<file path="src/rtl/serial_output_neuron.sv">
// Sequential output-layer neuron: captures one activation vector, adds one saturating
// weighted term per clock, then presents a thresholded decision and the signed sum.
module serial_output_neuron #(
  parameter int N_IN      = 5,
  parameter int W_WIDTH   = 10,
  parameter int ACC_WIDTH = 24,
  parameter int THRESH    = 0
) (
  input  logic                      clk,
  input  logic                      rst,
  input  logic                      in_valid,
  output logic                      in_ready,
  input  logic [N_IN-1:0]           in_bits,
  input  logic [N_IN*W_WIDTH-1:0]   weights,
  input  logic [W_WIDTH-1:0]        bias,
  output logic                      out_valid,
  input  logic                      out_ready,
  output logic                      out_bit,
  output logic [ACC_WIDTH-1:0]      out_sum,
  output logic                      busy
);

  localparam int IW = (N_IN > 1) ? $clog2(N_IN) : 1;
  localparam logic [IW-1:0] LAST = IW'(N_IN - 1);
  localparam logic signed [ACC_WIDTH-1:0] TH   = ACC_WIDTH'(THRESH);
  localparam logic signed [ACC_WIDTH-1:0] SMAX = {1'b0, {(ACC_WIDTH-1){1'b1}}};
  localparam logic signed [ACC_WIDTH-1:0] SMIN = {1'b1, {(ACC_WIDTH-1){1'b0}}};

  typedef enum logic [1:0] {IDLE, ACC, OUT} state_t;

  state_t                      state, state_nx;
  logic [N_IN-1:0]             bits_q;
  logic [N_IN*W_WIDTH-1:0]     w_q;
  logic [IW-1:0]               idx;
  logic signed [ACC_WIDTH-1:0] acc, acc_add;
  logic signed [W_WIDTH-1:0]   wsel;
  logic                        bsel;
  logic signed [ACC_WIDTH:0]   sum_x;

  // Mux by explicit compare so idx never addresses past the last lane.
  always_comb begin
    wsel = '0;
    bsel = 1'b0;
    for (int i = 0; i < N_IN; i++) begin
      if (idx == IW'(i)) begin
        wsel = w_q[i*W_WIDTH +: W_WIDTH];
        bsel = bits_q[i];
      end
    end
  end

  // One extra bit catches overflow; clamp instead of wrapping.
  always_comb begin
    sum_x = (ACC_WIDTH+1)'(acc) + (ACC_WIDTH+1)'(wsel);
    if (sum_x[ACC_WIDTH] != sum_x[ACC_WIDTH-1])
      acc_add = sum_x[ACC_WIDTH] ? SMIN : SMAX;
    else
      acc_add = sum_x[ACC_WIDTH-1:0];
  end

  always_ff @(posedge clk or posedge rst) begin
    if (rst) state <= IDLE;
    else     state <= state_nx;
  end

  always_comb begin
    state_nx  = state;
    in_ready  = 1'b0;
    out_valid = 1'b0;
    busy      = 1'b0;
    out_bit   = 1'b0;
    out_sum   = acc;
    case (state)
      IDLE: begin
        in_ready = 1'b1;
        if (in_valid) state_nx = ACC;
      end
      ACC: begin
        busy = 1'b1;
        if (idx == LAST) state_nx = OUT;
      end
      OUT: begin
        out_valid = 1'b1;
        out_bit   = (acc >= TH);
        if (out_ready) state_nx = IDLE;
      end
      default: state_nx = IDLE;
    endcase
  end

  always_ff @(posedge clk or posedge rst) begin
    if (rst) begin
      bits_q <= '0;
      w_q    <= '0;
      idx    <= '0;
      acc    <= '0;
    end else begin
      case (state)
        IDLE: if (in_valid) begin
          bits_q <= in_bits;
          w_q    <= weights;
          acc    <= ACC_WIDTH'($signed(bias));
          idx    <= '0;
        end
        ACC: begin
          if (bsel) acc <= acc_add;
          if (idx != LAST) idx <= idx + 1'b1;
        end
        default: ;
      endcase
    end
  end

endmodule
</file>
<file path="config.mk">
export PLATFORM = sky130hd
export DESIGN_NAME = serial_output_neuron
export DESIGN_NICKNAME = d
export VERILOG_FILES = /design/src/rtl/serial_output_neuron.sv
export SDC_FILE = /design/constraint.sdc
export NUM_CORES = 1
export LEC_CHECK = 0
export BUFFER_PORTS_ARGS = -buffer_cell sky130_fd_sc_hd__buf_2
export CORE_MARGIN = 3
export CORE_UTILIZATION = 51
export DETAILED_ROUTE_END_ITERATION = 12
export PLACE_DENSITY = 0.82
export SLEW_MARGIN = 10
export SYNTH_ARGS = -nofsm -noshare
export SYNTH_HDL_FRONTEND = slang
export SYNTH_SLANG_ARGS = --single-unit
</file>
<file path="constraint.sdc">
create_clock -name clk -period 4.3 [get_ports clk]
set_input_delay 0.215 -clock clk [delete_from_list [all_inputs] [get_ports clk]]
set_output_delay 0.215 -clock clk [all_outputs]
set_load 0.05 [all_outputs]
</file>
==> results of run 1 <==
## layout make-up
| type | instances | area, sq um |
|---|---|---|
| Antenna cell | 1 | 2.502 |
| Clock buffer | 9 | 123.9 |
| Clock inverter | 7 | 90.09 |
| Fill cell | 821 | 3588 |
| Inverter | 10 | 38.79 |
| Multi-Input combinational cell | 397 | 3033 |
| Sequential cell | 84 | 2102 |
| Tap cell | 133 | 166.4 |
| Timing Repair Buffer | 119 | 674.4 |
## logic make-up after synthesis
| family | Yosys count | share of synthesized area |
|---|---|---|
| flip-flops | 84 | 0.4076 |
| adder cells (fa/ha/maj) | 31 | 0.07618 |
| multiplexers | 56 | 0.1220 |
| buffers and inverters | 35 | 0.02790 |
| AO/OA/AOI/OAI | 150 | 0.2009 |
| AND/OR/NAND/NOR | 139 | 0.1298 |
| XOR/XNOR | 21 | 0.03566 |
## how the worst max path moves through the flow
stage	end	cells past startpoint	start	slack, ps
after detailed placement	out_sum[8]	15	idx[1]	-70
after global placement	out_sum[8]	17	idx[0]	150
after global routing	out_sum[14]	19	idx[0]	-90
after CTS	out_sum[3]	18	idx[0]	40
after floorplan	out_sum[1]	18	idx[0]	130
final	out_sum[13]	19	idx[0]	80
## through the flow
stage | area, sq um | util | std cells | TNS, ps | hold slack (ps)
after global routing | 6228 | 0.6343 | 759 | -1554 | 51.12
after floorplan | 5157 | - | 516 | 0 | 304.1
after CTS | 6088 | 0.6200 | 753 | 0 | 62.29
after global placement | 5834 | 0.5942 | 735 | 0 | 333.9
final | 6231 | 0.6346 | 760 | 0 | 71.16
after detailed placement | 5834 | 0.5942 | 735 | -423.2 | 340.7
## synthesized netlist by cell type, types with 2 or more instances
master and number:
inv_1 9, a21oi_2 10, a21o_1 7, a21oi_1 46
clkbuf_2 2, nand2b_1 3, nor2_1 46, a211o_1 4
xnor2_1 15, nor3b_1 3, a311oi_1 2, and2_1 6
a31oi_1 3, nand4_1 3, o221ai_1 2, nand3_1 2
xor2_1 6, mux2_2 55, a31o_2 2, or3_1 3
a211oi_1 3, nor2b_1 6, a22oi_1 8, dfrtp_1 84
o22ai_1 4, nor4bb_1 2, o21a_1 6, ha_1 29
a41oi_1 3, clkbuf_1 20, a222oi_1 11, and3_1 3
nand2_1 39, o21ai_0 28, o21bai_1 3, nor3_1 16
buf_2 2
## state kept, by name (all words and copies together) (netlist names)
| name | cells |
|---|---|
| w_q | 50 |
| out_sum | 24 |
| bits_q | 5 |
| idx | 3 |
| state | 2 |
## layer usage
metal | track usage | vias to the layer above | wire [um]
li1 | - | 2118 | -
met1 | 0.2971 | 2177 | 5533
met2 | 0.4078 | 204 | 6878
met3 | 0.06193 | 14 | 939
met4 | 0.04749 | 0 | 107
met5 | 0 | - | 0
## what timing repair did
item / in CTS / in global routing
hold buffers: 2 / 0
setup endpoints to repair: 22 / 24
hold endpoints to repair: 43 / 0
setup buffers: 0 / 6
pin swaps: 1 / 14
gates resized for setup: 3 / 22
==> results.sh, run 1 <==
export IMPL_status="complete, no violations"
export IMPL_timing_rr_start="idx[0]"
export IMPL_cts_tree="done"
export IMPL_cts_sinks=84
export IMPL_synth_top_area_frac=0.4076
export IMPL_synth_area_leader_cell="dfrtp_1"
export IMPL_grt_pass1_wl_mm=21.66
export IMPL_layout_commonest_cell="buf_2"
export IMPL_post_route_period_util=0.9815
export IMPL_cts_buffers=9
export IMPL_dpl_hpwl_mm=10.03
export IMPL_synth_edf_count=0
export IMPL_synth_main_ff_cell="dfrtp_1"
export IMPL_hp_start="weights[25]"
export IMPL_worst_path_buf_inv=4
export IMPL_cts_max_level=3
export IMPL_portBuffers=96
export IMPL_synth_nets=615
export IMPL_slew_headroom=0.5247
export IMPL_drv_cap=0
export IMPL_grt_usage=0.2354
export IMPL_start_util=0.5252
export IMPL_drtAntennaViolNets=0
export IMPL_synthDistinctLibCells=57
export IMPL_crit_top_cell="a21oi_1"
export IMPL_rows=36
export IMPL_setup_ws_ps=79.68
export IMPL_first_pass_iters=7
export IMPL_drt_iter0_markers=325
export IMPL_ys_top_cells_by_area="dfrtp_1 (41%), mux2_2 (12%), ha_1 (7.0%), a21oi_1 (4.5%), nor2_1 (3.3%)"
export IMPL_ys_ff_latch=84
export IMPL_ioPinCount=97
export IMPL_clkTransAtPathRegs_ps=100
export IMPL_die_x_um=106.6
export IMPL_r2r_end="out_sum[13]"
export IMPL_reg2reg_slack_ps=80
export IMPL_min_to="w_q[25]"
export IMPL_skew_ps=13.88
export IMPL_wirelength_mm=13.46
export IMPL_tightest_slew_ps=712.2
export IMPL_cp_max_fo=15
export IMPL_clk_latency_ps=370
export IMPL_critPathLaunchType="flip-flop"
export IMPL_finalHoldViolCount=0
export IMPL_ys_seq_area_frac=0.4076
export IMPL_grt_pass1_vias=4527
export IMPL_fmax_ghz=0.2369
export IMPL_synth_area_sq_um=5157
export IMPL_avgSynthCellArea_sq_um=9.995
export IMPL_syn_to_final_growth_pct=20.82
export IMPL_post_drt_wl_per_cell_um=17.71
export IMPL_layout_common_cells="buf_2 (96), dfrtp_1 (84), mux2_2 (55)"
export IMPL_grt_max_degree=44
export IMPL_reg2regPathDepth=19
export IMPL_setup_viol_count_final=0
export IMPL_via_per_inst=5.938
export IMPL_worstPathArrival_ps=4470
export IMPL_dieHeight_um=106.6
export IMPL_die_area_sq_um=11360
export IMPL_post_place_ws_ps=-67.33
export IMPL_ys_warn_count=0
export IMPL_clockRootBuffer="clkbuf_8"
export IMPL_postSynthCellCount=516
export IMPL_crit_path_top_delay_cell="dfrtp_1"
export IMPL_drc=0
export IMPL_critPathTopFamily="compound AO/OA/AOI/OAI gates"
export IMPL_end_kind="flip-flop"
export IMPL_whs_path_depth=2
export IMPL_worstPathCellList="inv_2, ha_2, nor3b_4, buf_4, a222oi_1, nor3_1, a21oi_1, o21ai_1, buf_4, ha_1, a21oi_1, o21ai_0, a31oi_1, o21a_2, o21ai_4, a211o_1, o32ai_4, buf_12, a21oi_1"
export IMPL_antenna_found_initial=0
export IMPL_core_area_sq_um=9819
export IMPL_hold_path_class="primary input to flip-flop"
export IMPL_async_flop_share=1.000
export IMPL_critPathMaxStageDelay_ps=430
export IMPL_grt_overflow_total=0
export IMPL_cp_required_ps=4550
export IMPL_place_gp_congestion=0.9279
export IMPL_fin_nets=720
export IMPL_crit_type="flip-flop to flip-flop"
export IMPL_vias=4513
export IMPL_cts_path_max_buffers=2
export IMPL_drive_above_1_share=0.3658
export IMPL_slew_violations=0
export IMPL_min_period_ps=4220
Power of run 1 is left out: the tool's default activity adds up to more than one toggle a clock period on the data nets, which glitch-free logic cannot reach.
==> inputs of run 2 (changes only) <==
BUFFER_PORTS_ARGS = not set   (was -buffer_cell sky130_fd_sc_hd__buf_2)
CORE_UTILIZATION = 58   (was 51)
DONT_BUFFER_PORTS = 1   (was not set)
GPL_TIMING_DRIVEN = 0   (was not set)
PLACE_DENSITY = 0.81   (was 0.82)
==> results.sh, run 2 (same netlist as run 1, synthesis figures left out) <==
export IMPL_antenna_found_initial=1
export IMPL_status="complete, but fails checks"
export IMPL_skew_ps=15.28
export IMPL_cp_required_ps=4600
export IMPL_start_util=0.6123
export IMPL_drt_met1_wl_mm=5.806
export IMPL_top_layer="met4"
export IMPL_tightest_slew_ps=952.5
export IMPL_hold_path_class="primary input to flip-flop"
export IMPL_min_to="w_q[9]"
export IMPL_setup_ws_ps=-29.90
export IMPL_fmax_ghz=0.2310
export IMPL_die_area_sq_um=10060
export IMPL_rsz0062_at_grt="true"
export IMPL_core_area_sq_um=8423
export IMPL_vias=4653
export IMPL_crit_type="flip-flop to flip-flop"
export IMPL_grt_overflow_total=0
export IMPL_portBuffers=0
export IMPL_setup_viol_count_final=8
export IMPL_cts_path_max_buffers=2
export IMPL_cts_sinks=84
export IMPL_cp_max_fo=10
export IMPL_worst_path_buf_inv=3
export IMPL_grt_usage=0.2922
export IMPL_cts_max_level=3
export IMPL_grt_pass1_wl_mm=23.04
export IMPL_via_per_inst=6.666
export IMPL_reg2regPathDepth=17
export IMPL_critPathMaxStageDelay_ps=600
export IMPL_layout_commonest_cell="dfrtp_1"
export IMPL_die_x_um=100.3
export IMPL_ioPinCount=97
export IMPL_wirelength_mm=15.87
export IMPL_clkTransAtPathRegs_ps=100
export IMPL_hold_slack_ps=-10.78
export IMPL_worstPathCellList="buf_4, ha_2, nor3b_4, buf_6, a222oi_1, nor3_1, a21oi_1, o21ai_0, ha_1, a21oi_2, o21a_1, o21a_2, o2111a_1, a211oi_4, buf_4, nand2_1, a21oi_2"
export IMPL_timing_rr_start="idx[0]"
export IMPL_failed_checks="hold timing, setup timing"
export IMPL_grt_max_degree=65
export IMPL_regMostFlops="w_q"
export IMPL_critPathLaunchType="flip-flop"
export IMPL_drc=0
export IMPL_clockRootBuffer="clkbuf_8"
export IMPL_clk_latency_ps=370
export IMPL_slew_headroom=0.3626
export IMPL_fin_nets=686
export IMPL_crit_path_top_delay_cell="a222oi_1"
export IMPL_largest_reg_flops=50
export IMPL_drt_iter0_markers=474
export IMPL_met3_length_mm=1.447
export IMPL_finalHoldViolCount=2
export IMPL_end_kind="flip-flop"
export IMPL_hp_start="weights[9]"
export IMPL_reg2reg_slack_ps=-30
export IMPL_drv_cap=0
export IMPL_cts_tree="done"
export IMPL_first_pass_iters=8
export IMPL_post_drt_wl_per_cell_um=22.74
export IMPL_dpl_hpwl_mm=9.649
export IMPL_dieHeight_um=100.3
export IMPL_layout_common_cells="dfrtp_1 (83), mux2_2 (55), dlygate4sd3_1 (47)"
export IMPL_min_period_ps=4330
export IMPL_syn_to_final_growth_pct=24.09
export IMPL_rows=33
export IMPL_place_gp_congestion=0.9037
export IMPL_slew_violations=0
export IMPL_r2r_end="out_sum[18]"
export IMPL_drtAntennaViolNets=0
export IMPL_routed_wl_met2_mm=8.064
export IMPL_grt_pass1_vias=4587
export IMPL_cts_buffers=9
export IMPL_drive_above_1_share=0.2635
export IMPL_critPathTopFamily="compound AO/OA/AOI/OAI gates"
export IMPL_whs_path_depth=1
export IMPL_worstPathArrival_ps=4630
export IMPL_post_route_period_util=1.007
[run 2: worst max path at each step]
stage	to	cells past startpoint	start	slack, ps
global route	out_sum[21]	19	idx[0]	-130
global placement	out_sum[3]	15	idx[2]	-930
CTS	out_sum[15]	20	idx[0]	6
floorplan	out_sum[1]	18	idx[0]	130
detailed placement	out_sum[21]	17	idx[0]	-1080
finish	out_sum[18]	17	idx[0]	-30
[run 2: routing by layer]
metal / vias to the layer above / GRT usage
met5: - / 0
met4: 0 / 0.1192
met3: 54 / 0.06602
met2: 273 / 0.4873
met1: 2274 / 0.3669
li1: 2052 / -
[run 2: cell type report]
type	count	area (sq um)
multi-input combinational	397	3172
sequential	84	2103
fill	527	2023
timing repair buffer	65	645.6
tap	105	131.4
clock buffer	9	123.9
buffer	20	111.4
clock inverter	7	70.07
inverter	10	40.04
antenna	1	2.502
[run 2: worst reg2reg max path: cells and delay by family, from the launching register on]
kind                       cells  cell delay, ps
AOI/OAI and AO/OA              9            2360
and+or+nand+nor                3             270
adders and majority gates      2             680
DFF                            1             430
buffers and inverters          3             540
[run 2: metrics by stage]
| step | setup slack (ps) | utilization | cell area, sq um | TNS, ps | std cells |
|---|---|---|---|---|---|
| 2_1_floorplan | 128.2 | - | 5157 | 0 | 516 |
| 3_3_place_gp | -925.6 | 0.6279 | 5289 | -20380 | 621 |
| 3_5_place_dp | -1083 | 0.6315 | 5319 | -23660 | 622 |
| 4_1_cts | 5.933 | 0.7136 | 6011 | 0 | 681 |
| 5_1_grt | -134.4 | 0.7598 | 6400 | -1956 | 698 |
| 6_report | -29.90 | 0.7598 | 6400 | -89.48 | 698 |
[run 2: timing repair]
action,in CTS,in global routing
setup buffers,7,8
pin swaps,9,27
gates cloned,1,1
hold endpoints to repair,54,12
hold buffers,35,12
setup endpoints to repair,24,24
gates resized for setup,18,60
Power of run 2 is left out for the same reason.
==> inputs of run 3 (changes only) <==
CORE_UTILIZATION = 40   (was 58)
PLACE_DENSITY = 0.61   (was 0.81)
==> results.sh, run 3 (same netlist as run 1, synthesis figures left out) <==
export IMPL_use_met3=0.05655
export IMPL_setup_viol_count_final=0
export IMPL_grt_usage=0.1979
export IMPL_drt_iter0_markers=318
export IMPL_core_area_sq_um=12310
export IMPL_worstPathArrival_ps=4480
export IMPL_worstPathCellList="inv_2, ha_2, nor2b_1, buf_4, a222oi_1, nor3_2, a21oi_2, o21ai_4, buf_4, ha_1, nand4_1, nor3_2, nor2_2, o221ai_4, a311oi_4, a211oi_4, buf_4, nand2_1, a21oi_2"
export IMPL_drtAntennaViolNets=0
export IMPL_crit_type="flip-flop to flip-flop"
export IMPL_drive_above_1_share=0.2933
export IMPL_via_per_inst=5.854
export IMPL_cp_required_ps=4580
export IMPL_wirelength_mm=14.30
export IMPL_tightest_slew_ps=973.2
export IMPL_crit_top_cell="buf_4"
export IMPL_final_util=0.5107
export IMPL_drc=0
export IMPL_drv_cap=0
export IMPL_reg2reg_slack_ps=110
export IMPL_cts_sinks=84
export IMPL_cts_buffers=9
export IMPL_rows=40
export IMPL_ioPinCount=97
export IMPL_cp_max_fo=10
export IMPL_start_util=0.4189
export IMPL_post_drt_wl_per_cell_um=19.46
export IMPL_status="complete, no violations"
export IMPL_skew_ps=7.045
export IMPL_slew_violations=0
export IMPL_regMostFlops="w_q"
export IMPL_slew_headroom=0.3488
export IMPL_hold_slack_ps=6.937
export IMPL_fmax_ghz=0.2384
export IMPL_cts_path_max_buffers=2
export IMPL_vias=4303
export IMPL_clk_latency_ps=350
export IMPL_multi_input_area_sq_um=3152
export IMPL_post_route_period_util=0.9755
export IMPL_grt_pass1_vias=4330
export IMPL_grt_pass1_wl_mm=22.70
export IMPL_largest_reg_flops=50
export IMPL_clkTransAtPathRegs_ps=70
export IMPL_register_area_sq_um=2103
export IMPL_finalHoldViolCount=0
export IMPL_hold_path_class="primary input to flip-flop"
export IMPL_grt_overflow_total=0
export IMPL_critPathMaxStageDelay_ps=450
export IMPL_end_kind="flip-flop"
export IMPL_fill_cells=1115
export IMPL_grt_max_degree=45
export IMPL_portBuffers=0
export IMPL_min_period_ps=4195
export IMPL_grtUsageMet1=0.2396
export IMPL_place_gp_congestion=0.9227
export IMPL_fin_nets=660
export IMPL_dpl_hpwl_mm=10.09
export IMPL_syn_to_final_growth_pct=21.91
export IMPL_clockRootBuffer="clkbuf_16"
export IMPL_crit_path_top_delay_cell="a222oi_1"
export IMPL_cts_tree="done"
export IMPL_die_area_sq_um=14290
export IMPL_die_x_um=119.6
export IMPL_layout_commonest_cell="dfrtp_1"
export IMPL_layout_common_cells="dfrtp_1 (83), mux2_2 (55), nor2_1 (45)"
export IMPL_dieHeight_um=119.6
export IMPL_antenna_found_initial=4
export IMPL_top_usage_layer="met2"
export IMPL_first_pass_iters=6
export IMPL_cts_max_level=3
export IMPL_critPathLaunchType="flip-flop"
export IMPL_gr_usage_met2=0.3379
run 3: routing by layer:
layer,routed length (um),vias to the layer above
li1,-,2005
met1,5895,2120
met2,7173,143
met3,868,29
met4,317,6
met5,46,-
run 3: layout make-up:
type,instances,area share
multi-input cells,397,0.5013
flip-flops and latches,84,0.3345
repair buffers,37,0.05572
clock buffers,10,0.03801
well taps,168,0.03343
plain buffers,22,0.01831
clock inverters,6,0.01194
inverters,10,0.006368
diodes,1,0.0003980
run 3: timing repair:
action / in CTS / in global routing
endpoints found under the hold margin: 53 / 2
endpoints found under the setup margin: 24 / 24
pin swaps: 7 / 22
gates cloned: 2 / 0
buffers inserted: 9 / 13
resized for setup: 23 / 56
hold buffers: 11 / 2
run 3: final timing paths:
path                            start     endpoint  depth (start not counted)
setup / recovery               idx[1]  out_sum[15]                         19
setup reg to reg               idx[1]  out_sum[15]                         19
min in group asynchronous         rst       w_q[0]                          2
hold reg to reg               w_q[47]      w_q[47]                          1
max in group asynchronous         rst       idx[2]                          3
hold / removal             weights[4]       w_q[4]                          1
run 3: worst max-delay path: cells and delay by family (launching register included):
| kind | cells | cell delay (ps) |
|---|---|---|
| and+or+nand+nor | 6 | 870 |
| buffers and inverters | 4 | 660 |
| adders and majority gates | 2 | 560 |
| DFF | 1 | 400 |
| AOI/OAI and AO/OA | 7 | 1630 |
run 3: per-stage QoR:
stage / area, sq um / std cells / setup TNS, ps / setup slack (ps)
after CTS: 5997 / 723 / 0 / 8.772
after global placement: 5368 / 684 / -23270 / -1101
final: 6287 / 735 / 0 / 105.2
after detailed placement: 5398 / 685 / -25360 / -1160
after global routing: 6287 / 735 / -1422 / -91.55
after floorplan: 5157 / 516 / 0 / 128.2
Power of run 3 is left out for the same reason.
